[src/rtl/mmio_pkg.sv]
// Shared types and constants for the MMIO crossbar: FSM states, error codes,
// and the byte offsets of the error-register window.
package mmio_pkg;

  typedef enum logic [1:0] {
    ST_IDLE = 2'd0,
    ST_WAIT = 2'd1,
    ST_RESP = 2'd2
  } state_t;

  localparam logic [1:0] ERR_NONE    = 2'd0;
  localparam logic [1:0] ERR_INV_RD  = 2'd1;
  localparam logic [1:0] ERR_INV_WR  = 2'd2;
  localparam logic [1:0] ERR_TIMEOUT = 2'd3;

  localparam int unsigned REG_ERRNO  = 0;
  localparam int unsigned REG_FADDR  = 4;
  localparam int unsigned REG_ERRCNT = 8;

endpackage

[src/rtl/mmio_decode.sv]
// Combinational region decoder: address tag -> slave one-hot, slave hit, and
// error-register hit. Duplicate slave tags resolve to the lowest index.
module mmio_decode
  import mmio_pkg::*;
#(
  parameter int NUM_SLV = 8,
  parameter int TAG_W   = 12,
  parameter logic [NUM_SLV-1:0][TAG_W-1:0] SLV_TAG = '0,
  parameter logic [TAG_W-1:0] ERR_TAG = '1
) (
  input  logic [TAG_W-1:0]   i_tag,
  output logic               o_hit,
  output logic [NUM_SLV-1:0] o_sel,
  output logic               o_err_hit
);

  // Error window takes priority so its registers stay reachable even if a
  // slave tag aliases it; the descending scan leaves the lowest match.
  always_comb begin
    o_err_hit = (i_tag == ERR_TAG);
    o_hit     = 1'b0;
    o_sel     = '0;
    for (int i = NUM_SLV - 1; i >= 0; i--) begin
      if (!o_err_hit && (i_tag == SLV_TAG[i])) begin
        o_sel    = '0;
        o_sel[i] = 1'b1;
        o_hit    = 1'b1;
      end
    end
  end

endmodule

[src/rtl/mmio_xbar.sv]
// Single-master MMIO crossbar: decodes the address tag, forwards to one slave
// with an ack timeout, and serves a small sticky error-register window.
module mmio_xbar
  import mmio_pkg::*;
#(
  parameter int NUM_SLV = 8,
  parameter int TAG_W   = 12,
  parameter logic [NUM_SLV-1:0][TAG_W-1:0] SLV_TAG = {
    12'h007, 12'h006, 12'h005, 12'h004, 12'h003, 12'h002, 12'h001, 12'h000},
  parameter logic [TAG_W-1:0] ERR_TAG = 12'hFFF,
  parameter int TIMEOUT = 15
) (
  input  logic                    clock,
  input  logic                    reset,
  input  logic                    m_req_valid,
  output logic                    m_req_ready,
  input  logic [31:0]             m_addr,
  input  logic [31:0]             m_wdata,
  input  logic                    m_we,
  input  logic [2:0]              m_op,
  output logic                    m_rsp_valid,
  output logic                    m_err,
  output logic [31:0]             m_rdata,
  output logic [NUM_SLV-1:0]      s_req_valid,
  output logic [31:0]             s_addr,
  output logic [31:0]             s_wdata,
  output logic                    s_we,
  output logic [2:0]              s_op,
  input  logic [NUM_SLV-1:0]      s_ack,
  input  logic [NUM_SLV-1:0][31:0] s_rdata,
  output logic                    irq_err
);

  localparam int CNT_W = (TIMEOUT > 1) ? $clog2(TIMEOUT) : 1;
  localparam int OFF_W = 32 - TAG_W;

  state_t               r_state;
  logic [CNT_W-1:0]     r_cnt;
  logic [NUM_SLV-1:0]   r_sel;
  logic [NUM_SLV-1:0]   r_s_req_valid;
  logic [31:0]          r_addr;
  logic [31:0]          r_wdata;
  logic                 r_we;
  logic [2:0]           r_op;
  logic                 r_reg_pend;
  logic                 r_m_rsp_valid;
  logic                 r_m_err;
  logic [31:0]          r_m_rdata;
  logic [1:0]           r_errno;
  logic [31:0]          r_faddr;
  logic [7:0]           r_err_cnt;

  logic                 w_hit;
  logic                 w_err_hit;
  logic [NUM_SLV-1:0]   w_sel;
  logic                 w_ack;
  logic [31:0]          w_rdata;
  logic [31:0]          w_reg_rdata;
  logic [OFF_W-1:0]     w_off;
  logic                 w_err_ev;
  logic [1:0]           w_err_code;
  logic [31:0]          w_err_addr;
  logic                 w_clr;

  mmio_decode #(
    .NUM_SLV (NUM_SLV),
    .TAG_W   (TAG_W),
    .SLV_TAG (SLV_TAG),
    .ERR_TAG (ERR_TAG)
  ) u_decode (
    .i_tag     (m_addr[31 -: TAG_W]),
    .o_hit     (w_hit),
    .o_sel     (w_sel),
    .o_err_hit (w_err_hit)
  );

  assign m_req_ready = (r_state == ST_IDLE);
  assign m_rsp_valid = r_m_rsp_valid;
  assign m_err       = r_m_err;
  assign m_rdata     = r_m_rdata;
  assign s_req_valid = r_s_req_valid;
  assign s_addr      = r_addr;
  assign s_wdata     = r_wdata;
  assign s_we        = r_we;
  assign s_op        = r_op;
  assign irq_err     = (r_errno != ERR_NONE);

  assign w_ack = |(s_ack & r_sel);
  assign w_off = r_addr[OFF_W-1:0];

  always_comb begin
    w_rdata = '0;
    for (int i = 0; i < NUM_SLV; i++)
      if (r_sel[i]) w_rdata = w_rdata | s_rdata[i];
  end

  always_comb begin
    w_reg_rdata = '0;
    if (!r_we) begin
      if (w_off == OFF_W'(REG_ERRNO))       w_reg_rdata = {30'b0, r_errno};
      else if (w_off == OFF_W'(REG_FADDR))  w_reg_rdata = r_faddr;
      else if (w_off == OFF_W'(REG_ERRCNT)) w_reg_rdata = {24'b0, r_err_cnt};
    end
  end

  // Error events and the clear strobe, one source per FSM state.
  always_comb begin
    w_err_ev   = 1'b0;
    w_err_code = ERR_NONE;
    w_err_addr = r_addr;
    w_clr      = 1'b0;
    case (r_state)
      ST_IDLE: if (m_req_valid && !w_hit && !w_err_hit) begin
        w_err_ev   = 1'b1;
        w_err_code = m_we ? ERR_INV_WR : ERR_INV_RD;
        w_err_addr = m_addr;
      end
      ST_WAIT: if (!w_ack && (r_cnt == CNT_W'(TIMEOUT - 1))) begin
        w_err_ev   = 1'b1;
        w_err_code = ERR_TIMEOUT;
      end
      ST_RESP: w_clr = r_reg_pend && r_we && (w_off == OFF_W'(REG_ERRNO));
      default: ;
    endcase
  end

  always_ff @(posedge clock or posedge reset) begin
    if (reset) begin
      r_errno   <= ERR_NONE;
      r_faddr   <= '0;
      r_err_cnt <= '0;
    end else if (w_err_ev) begin
      if (r_errno == ERR_NONE) begin
        r_errno <= w_err_code;
        r_faddr <= w_err_addr;
      end
      if (r_err_cnt != 8'hFF) r_err_cnt <= r_err_cnt + 8'd1;
    end else if (w_clr) begin
      r_errno <= ERR_NONE;
      r_faddr <= '0;
    end
  end

  // Error-window accesses spend their first RESP cycle reading the registers
  // so their latency matches a slave acking in its first WAIT cycle.
  always_ff @(posedge clock or posedge reset) begin
    if (reset) begin
      r_state       <= ST_IDLE;
      r_cnt         <= '0;
      r_sel         <= '0;
      r_s_req_valid <= '0;
      r_addr        <= '0;
      r_wdata       <= '0;
      r_we          <= 1'b0;
      r_op          <= '0;
      r_reg_pend    <= 1'b0;
      r_m_rsp_valid <= 1'b0;
      r_m_err       <= 1'b0;
      r_m_rdata     <= '0;
    end else begin
      r_s_req_valid <= '0;
      case (r_state)
        ST_IDLE: if (m_req_valid) begin
          r_addr  <= m_addr;
          r_wdata <= m_wdata;
          r_we    <= m_we;
          r_op    <= m_op;
          r_cnt   <= '0;
          r_sel   <= w_sel;
          if (w_err_hit) begin
            r_reg_pend <= 1'b1;
            r_state    <= ST_RESP;
          end else if (w_hit) begin
            r_s_req_valid <= w_sel;
            r_state       <= ST_WAIT;
          end else begin
            r_m_rsp_valid <= 1'b1;
            r_m_err       <= 1'b1;
            r_m_rdata     <= '0;
            r_state       <= ST_RESP;
          end
        end
        ST_WAIT: begin
          if (w_ack) begin
            r_m_rsp_valid <= 1'b1;
            r_m_err       <= 1'b0;
            r_m_rdata     <= r_we ? 32'h0 : w_rdata;
            r_state       <= ST_RESP;
          end else if (r_cnt == CNT_W'(TIMEOUT - 1)) begin
            r_m_rsp_valid <= 1'b1;
            r_m_err       <= 1'b1;
            r_m_rdata     <= '0;
            r_state       <= ST_RESP;
          end else begin
            r_cnt <= r_cnt + 1'b1;
          end
        end
        ST_RESP: begin
          if (r_reg_pend) begin
            r_reg_pend    <= 1'b0;
            r_m_rsp_valid <= 1'b1;
            r_m_err       <= 1'b0;
            r_m_rdata     <= w_reg_rdata;
          end else begin
            r_m_rsp_valid <= 1'b0;
            r_m_err       <= 1'b0;
            r_m_rdata     <= '0;
            r_state       <= ST_IDLE;
          end
        end
        default: r_state <= ST_IDLE;
      endcase
    end
  end

endmodule

[config.mk]
export PLATFORM = sky130hd
export DESIGN_NAME = mmio_xbar
export DESIGN_NICKNAME = d
export VERILOG_FILES = /design/src/rtl/mmio_pkg.sv /design/src/rtl/mmio_decode.sv /design/src/rtl/mmio_xbar.sv
export SDC_FILE = /design/constraint.sdc
export NUM_CORES = 1
export LEC_CHECK = 0
export ABC_AREA = 0
export BUFFER_PORTS_ARGS = -buffer_cell sky130_fd_sc_hd__buf_4
export CAP_MARGIN = 10
export CORE_AREA = 2 2 174 176
export DETAILED_ROUTE_END_ITERATION = 6
export DIE_AREA = 0 0 176 178
export PLACE_DENSITY_LB_ADDON = 0.1
export SLEW_MARGIN = 20
export SYNTH_ARGS = -nofsm -noshare
export SYNTH_HDL_FRONTEND = slang
export SYNTH_SLANG_ARGS = --single-unit
[constraint.sdc]
create_clock -name clock -period 14.7 [get_ports clock]
set_input_delay 2.94 -clock clock [delete_from_list [all_inputs] [get_ports clock]]
set_output_delay 2.94 -clock clock [all_outputs]
set_load 0.05 [all_outputs]
# Word level (Yosys, flattened, before mapping)
# Index checks and enable logic that the tools add are counted.
[op_classes] n_addsub=2 eq_ne=23 n_mux=79 bitwise=8 reduce_logical=33
[op_table] op="$mux W32" count=23
[op_table] op="$or A32 B32 Y32" count=7
[op_table] op="$mux W8" count=13
[op_table] op="$pmux W32 S3" count=1
[op_table] op="$eq A12 B3 Y1 const B" count=4
[op_table] op="$eq A12 B2 Y1 const B" count=2
[op_table] op="$mux W2" count=12
[op_table] op="$eq A20 B3 Y1 const B" count=1
[op_table] op="$eq A20 B4 Y1 const B" count=1
[op_table] op="$logic_not A20 Y1" count=1
[op_table] op="$mux W1" count=20
[op_table] op="$logic_and A1 B1 Y1" count=13
[op_table] op="$eq A12 B1 Y1 const B" count=1
[op_table] op="$eq A12 B12 Y1 const B" count=1
[op_table] op="$logic_not A12 Y1" count=1
[op_table] op="$mux W4" count=3
[op_table] op="$ne A2 B2 Y1 const B" count=6
[op_table] op="$add A8 B1 Y8 const B" count=1
[op_table] op="$and A8 B8 Y8" count=1
[op_table] op="$ne A8 B8 Y1 const B" count=1
[op_table] op="$pmux W4 S2" count=1
[op_table] op="$reduce_bool A2 Y1" count=4
[op_table] op="$reduce_or A8 Y1" count=1
[op_table] op="$pmux W1 S3" count=2
[op_table] op="other kinds (16)" count=24
[word_totals] register_bits=167 in_bits=335 output_inout_bits=112

# Longest topological paths before layout
[depth] depth_word=18 mapped_depth=10 depth_no_buf=7

# Modules after synthesis
# A second synthesis with hierarchy kept.
[unflattened] hier_cells=958 hier_area_um2=8640.8
[by_module_without_submodules] module="mmio_xbar" n_inst=1 cells_per_inst=935 area_each_um2=8503.2 seq_area_each_um2=4179.0
[by_module_without_submodules] module="mmio_decode" n_inst=1 cells_per_inst=23 area_each_um2=137.6 seq_area_each_um2=0.0

# Worst setup path after synthesis
# OpenSTA, ideal clock, no wires.
[synth_timing] kind="input port to flip-flop" start="in s_ack[1]" end="reg r_faddr[10]" setup_time_ns=0.130 t_arrival_ns=4.576 required_ns=14.570 path_slack_ns=9.994 cell_stages=6 path_buffers=1 path_cell_list="a22o_1 > or4_4 > o22ai_4 > mux2_4 > buf_6 > o2bb2ai_1"
[synth_between] elab_chain_len=8 elab_cells_between_ends=10 cone_classes="1 x eq/ne; 3 x mux; 1 x bitwise; 5 x reduce/logical"
[synth_lines] element="start, declared" line_no="mmio_xbar.sv:29" text="input logic [NUM_SLV-1:0] s_ack,"
[synth_lines] element="$and A8 B8 Y8 *" line_no="mmio_xbar.sv:88" text="assign w_ack = |(s_ack & r_sel);"
[synth_lines] element="$reduce_or A8 Y1 *" line_no="mmio_xbar.sv:88"
[synth_lines] element="$logic_not A1 Y1 *" line_no="mmio_xbar.sv:118" text="ST_WAIT: if (!w_ack && (r_cnt == CNT_W'(TIMEOUT - 1))) begin"
[synth_lines] element="$logic_and A1 B1 Y1 *" line_no="mmio_xbar.sv:118"
[synth_lines] element="$mux W1 *" line_no="mmio_xbar.sv:118"
[synth_lines] element="$pmux W1 S2 *" line_no="mmio_xbar.sv:112" text="case (r_state)"
[synth_lines] element="$ne A2 B1 Y1 (no line) or $reduce_bool A2 Y1 (tied branches)"
[synth_lines] element="$reduce_and A2 Y1 (no line)"
[synth_lines] element="end signal, assigned" line_no="mmio_xbar.sv:135" text="r_faddr <= w_err_addr;"
[synth_lines] element="end, declared" line_no="mmio_xbar.sv:50" text="logic [31:0] r_faddr;"
# Every way passes the cells marked *; elsewhere a longest branch is shown, timed or not.
# A chain may end at the register's enable or synchronous reset.

# Worst setup path after layout
[layout_timing] start="in m_req_valid" end="reg r_m_rdata[28] (netlist: m_rdata[28])"
[layout_between] elab_chain_len=2
[layout_lines] element="start, declared" line_no="mmio_xbar.sv:15" text="input logic m_req_valid,"
[layout_lines] element="$ne A2 B2 Y1 (no line)"
[layout_lines] element="$reduce_and A5 Y1 (no line)"
[layout_lines] element="end signal, assigned" line_no="mmio_xbar.sv:187" text="r_m_rdata <= r_we ? 32'h0 : w_rdata;"
[layout_lines] element="end signal, assigned" line_no="mmio_xbar.sv:203" text="r_m_rdata <= w_reg_rdata;"
[layout_lines] element="end, declared" line_no="mmio_xbar.sv:48" text="logic [31:0] r_m_rdata;"
# No other way between the ends.

==> metrics <==
outcome=finished clean; pwr dens=161 nW/um^2; crit path time final=5.74 ns; Synthesized Nets=1176; Fillers=2833; Final Hold Vio Count=0; total internal power=1180 uW; clock root buffer=clkbuf_16; Total GRT Usage=25.7%; #FFs+latches synth=167; cts hold-fix bufs=0; Logic pwr share=47.2%; fraction of layout cells with a size suffix above 1=47.6%; Psw=963 uW; reg2reg start=r_state[0]; placed cell count=1605; sequential share of power=31.7%; Crit Path Class=input port to flip-flop; RSZ-0062 raised after global routing=no; Final ANT Viol Nets=0; clock share of power=21.1%; worst hold slack=0.483 ns; Critical-path top delay cell=and2_2; clk_skew=0.0156 ns; Final Max Tran Viols=0; Max Freq=174 MHz; Post-synth ARST share=100%; most used flip-flop cell after synthesis=dfrtp_1; total negative setup slack=0 ns; final-stage net count=1575; Final Cycle Share=39.0%; Yosys cell types=49; CTS Sinks=167; measured slew at the worst slew-check pin=0.971 ns; Die Area=31300 um^2; Setup-failing EPs final=0; Peak supply drop=0.133 mV; Hold Path Class=flip-flop to flip-flop; H-Tree Depth=4; count of buffers from port buffering=446; CP max FO=70; height of the chip=178 um; met2 Usage GRT=40.7%; largest net degree at the start of global routing=109; CP peak stage delay=0.88 ns; First-pass DRT Iterations=5; share of the synthesized area in the top cell type=46.0%; met1 usage=33.7%; busiest grt layer=met2; core box area=29400 um^2; Clock Latency Late Sink=0.43 ns; Switching Share=44.9%; area growth from synthesis to layout=46.3%; via count=8975; post-CTS sizing=0; Req. time, crit path=15.01 ns; Post-synth EDFFs=0; Initial Util=30.9%; Startpoint Class=input port; crit path buf inv count=1; P_leak=0.00598 uW; I/O pins=447; CP top delay family=simple AND/OR/NAND/NOR gates; CTS Buf Count=17; FP Rows=63; Congestion Overflow GR=0; CTS clk-pin slew, worst paths=0.07 ns; vias in the first global route=8913; dpl hpwl=32.4 mm; first-pass GRT wire length=59.2 mm; register area share after synthesis=46.0%; initial DRC count=533; Yosys top cell by area=dfrtp_1; initial antenna violation count=5; vias per cell=5.47; worst min-delay path startpoint=r_faddr[24]; Die Wd=176 um; Synth Instances=835; crit end category=flip-flop; CP cell instances=buf_4, and2_4, o41ai_4, o22ai_2, and2_2, mux2_2; met3 Track Usage GR=8.06%; RePlAce Congestion=0.925; Synth Area per Inst=10.9 um^2; synthesized cell area=9090 um^2; Routed Wire Length=41.7 mm; CP startpoint=m_req_valid; DR DRC count=0; MaxCap Viol Count=0; wire per inst=25.4 um; number of setup buffers added after CTS=0; CTS tree=done; CP Data Arrival Time=6.05 ns; PnR Total Power=2140 uW; synth warn=0; synth top area cells=dfrtp_1 (46%), mux2_2 (9.0%), a22oi_1 (8.3%); normalized max-slew margin=35.3%; Layout Cells excl Fill=1640; Clock Path Buffers=2
synthesized netlist by cell type (6+ instances only):
cell	n
buf_2	7
a21boi_0	20
a21oi_1	10
buf_1	7
nor2_1	14
a21o_1	6
nand2_1	43
and3_1	10
and2_1	7
ha_1	6
mux2_4	15
nor4_1	8
o21ai_0	20
nand4_1	46
a31oi_1	30
and4_1	14
o2111ai_1	8
nor3_1	6
dfrtp_1	167
nand3_1	7
mux2i_1	27
buf_6	6
a221oi_1	14
mux2_2	73
o2bb2ai_1	32
xnor2_1	6
clkbuf_1	58
a22oi_1	100
a22o_1	18
inv_1	17
through the flow:
step / worst slack [ns] / util, % / instance area [um^2]
finish: 8.96 / 45.3 / 13300
global route: 8.75 / 45.2 / 13300
CTS: 8.96 / 45.2 / 13300
detailed placement: 8.52 / 43.2 / 12700
global placement: 8.58 / 43.2 / 12700
floorplan: 7.24 / - / 9090
power groups by stage:
stage	registers (uW)	clock network [uW]	logic, uW
2_1_floorplan	1030	0	310
3_3_place_gp	685	0	1010
3_5_place_dp	689	0	1020
4_1_cts	683	462	1020
5_1_grt	699	478	1070
6_report	680	452	1010
cell usage in the layout (no fill, tap or decap), types with 10 or more instances in the layout:
cell	n
a31oi_1	30
a22oi_1	100
a221oi_1	14
nor2_1	12
and4_1	14
a21boi_0	20
and3_1	10
buf_4	458
nand2_1	42
dfrtp_1	167
mux2i_1	27
nand4_1	46
o2bb2ai_1	32
mux2_4	15
mux2_2	73
clkbuf_16	17
a21oi_1	10
o21ai_0	20
a22o_1	18
inv_1	16
registers in the layout (all words and copies together), names as in the netlist:
register	count
r_err_cnt	8
r_state	2
m_err	1
s_wdata	32
r_faddr	32
r_sel	8
s_op	3
s_we	1
m_rdata	32
r_cnt	4
s_req_valid	8
r_reg_pend	1
m_rsp_valid	1
s_addr	32
r_errno	2
cell families after synthesis:
family	share of synthesized area, %
AOI/OAI and AO/OA	22.9
xor gates and xnor gates	0.578
adders and majority gates	0.826
buffers and inverters	4.51
DFF	46.0
muxes	14.5
and+or+nand+nor	10.8
routing by layer:
metal  share of wire, %  routed length [um]
met3                8.8                3660
met4                2.3                 952
met1                 42               17700
met5              0.031                  13
met2                 47               19400
worst paths after layout:
path	depth (start not counted)	end	slack (ns)
max	6	m_rdata[28]	8.96
min	1	r_faddr[24]	0.48
max reg2reg	7	m_rdata[28]	10.76
min reg2reg	1	r_faddr[24]	0.48
max in group asynchronous	3	r_faddr[30]	10.72
min in group asynchronous	2	s_wdata[0]	2.66
layout make-up:
class	instances	area [um^2]	area share, %
diodes	4	10.0	0.0752
clock buffers	17	425	3.20
clock inverters	14	159	1.19
inverters	17	71.3	0.536
multi-input cells	573	4540	34.1
flip-flops and latches	167	4180	31.4
well taps	390	488	3.67
repair buffers	458	3440	25.8
Power figures use the tool's default switching activity.
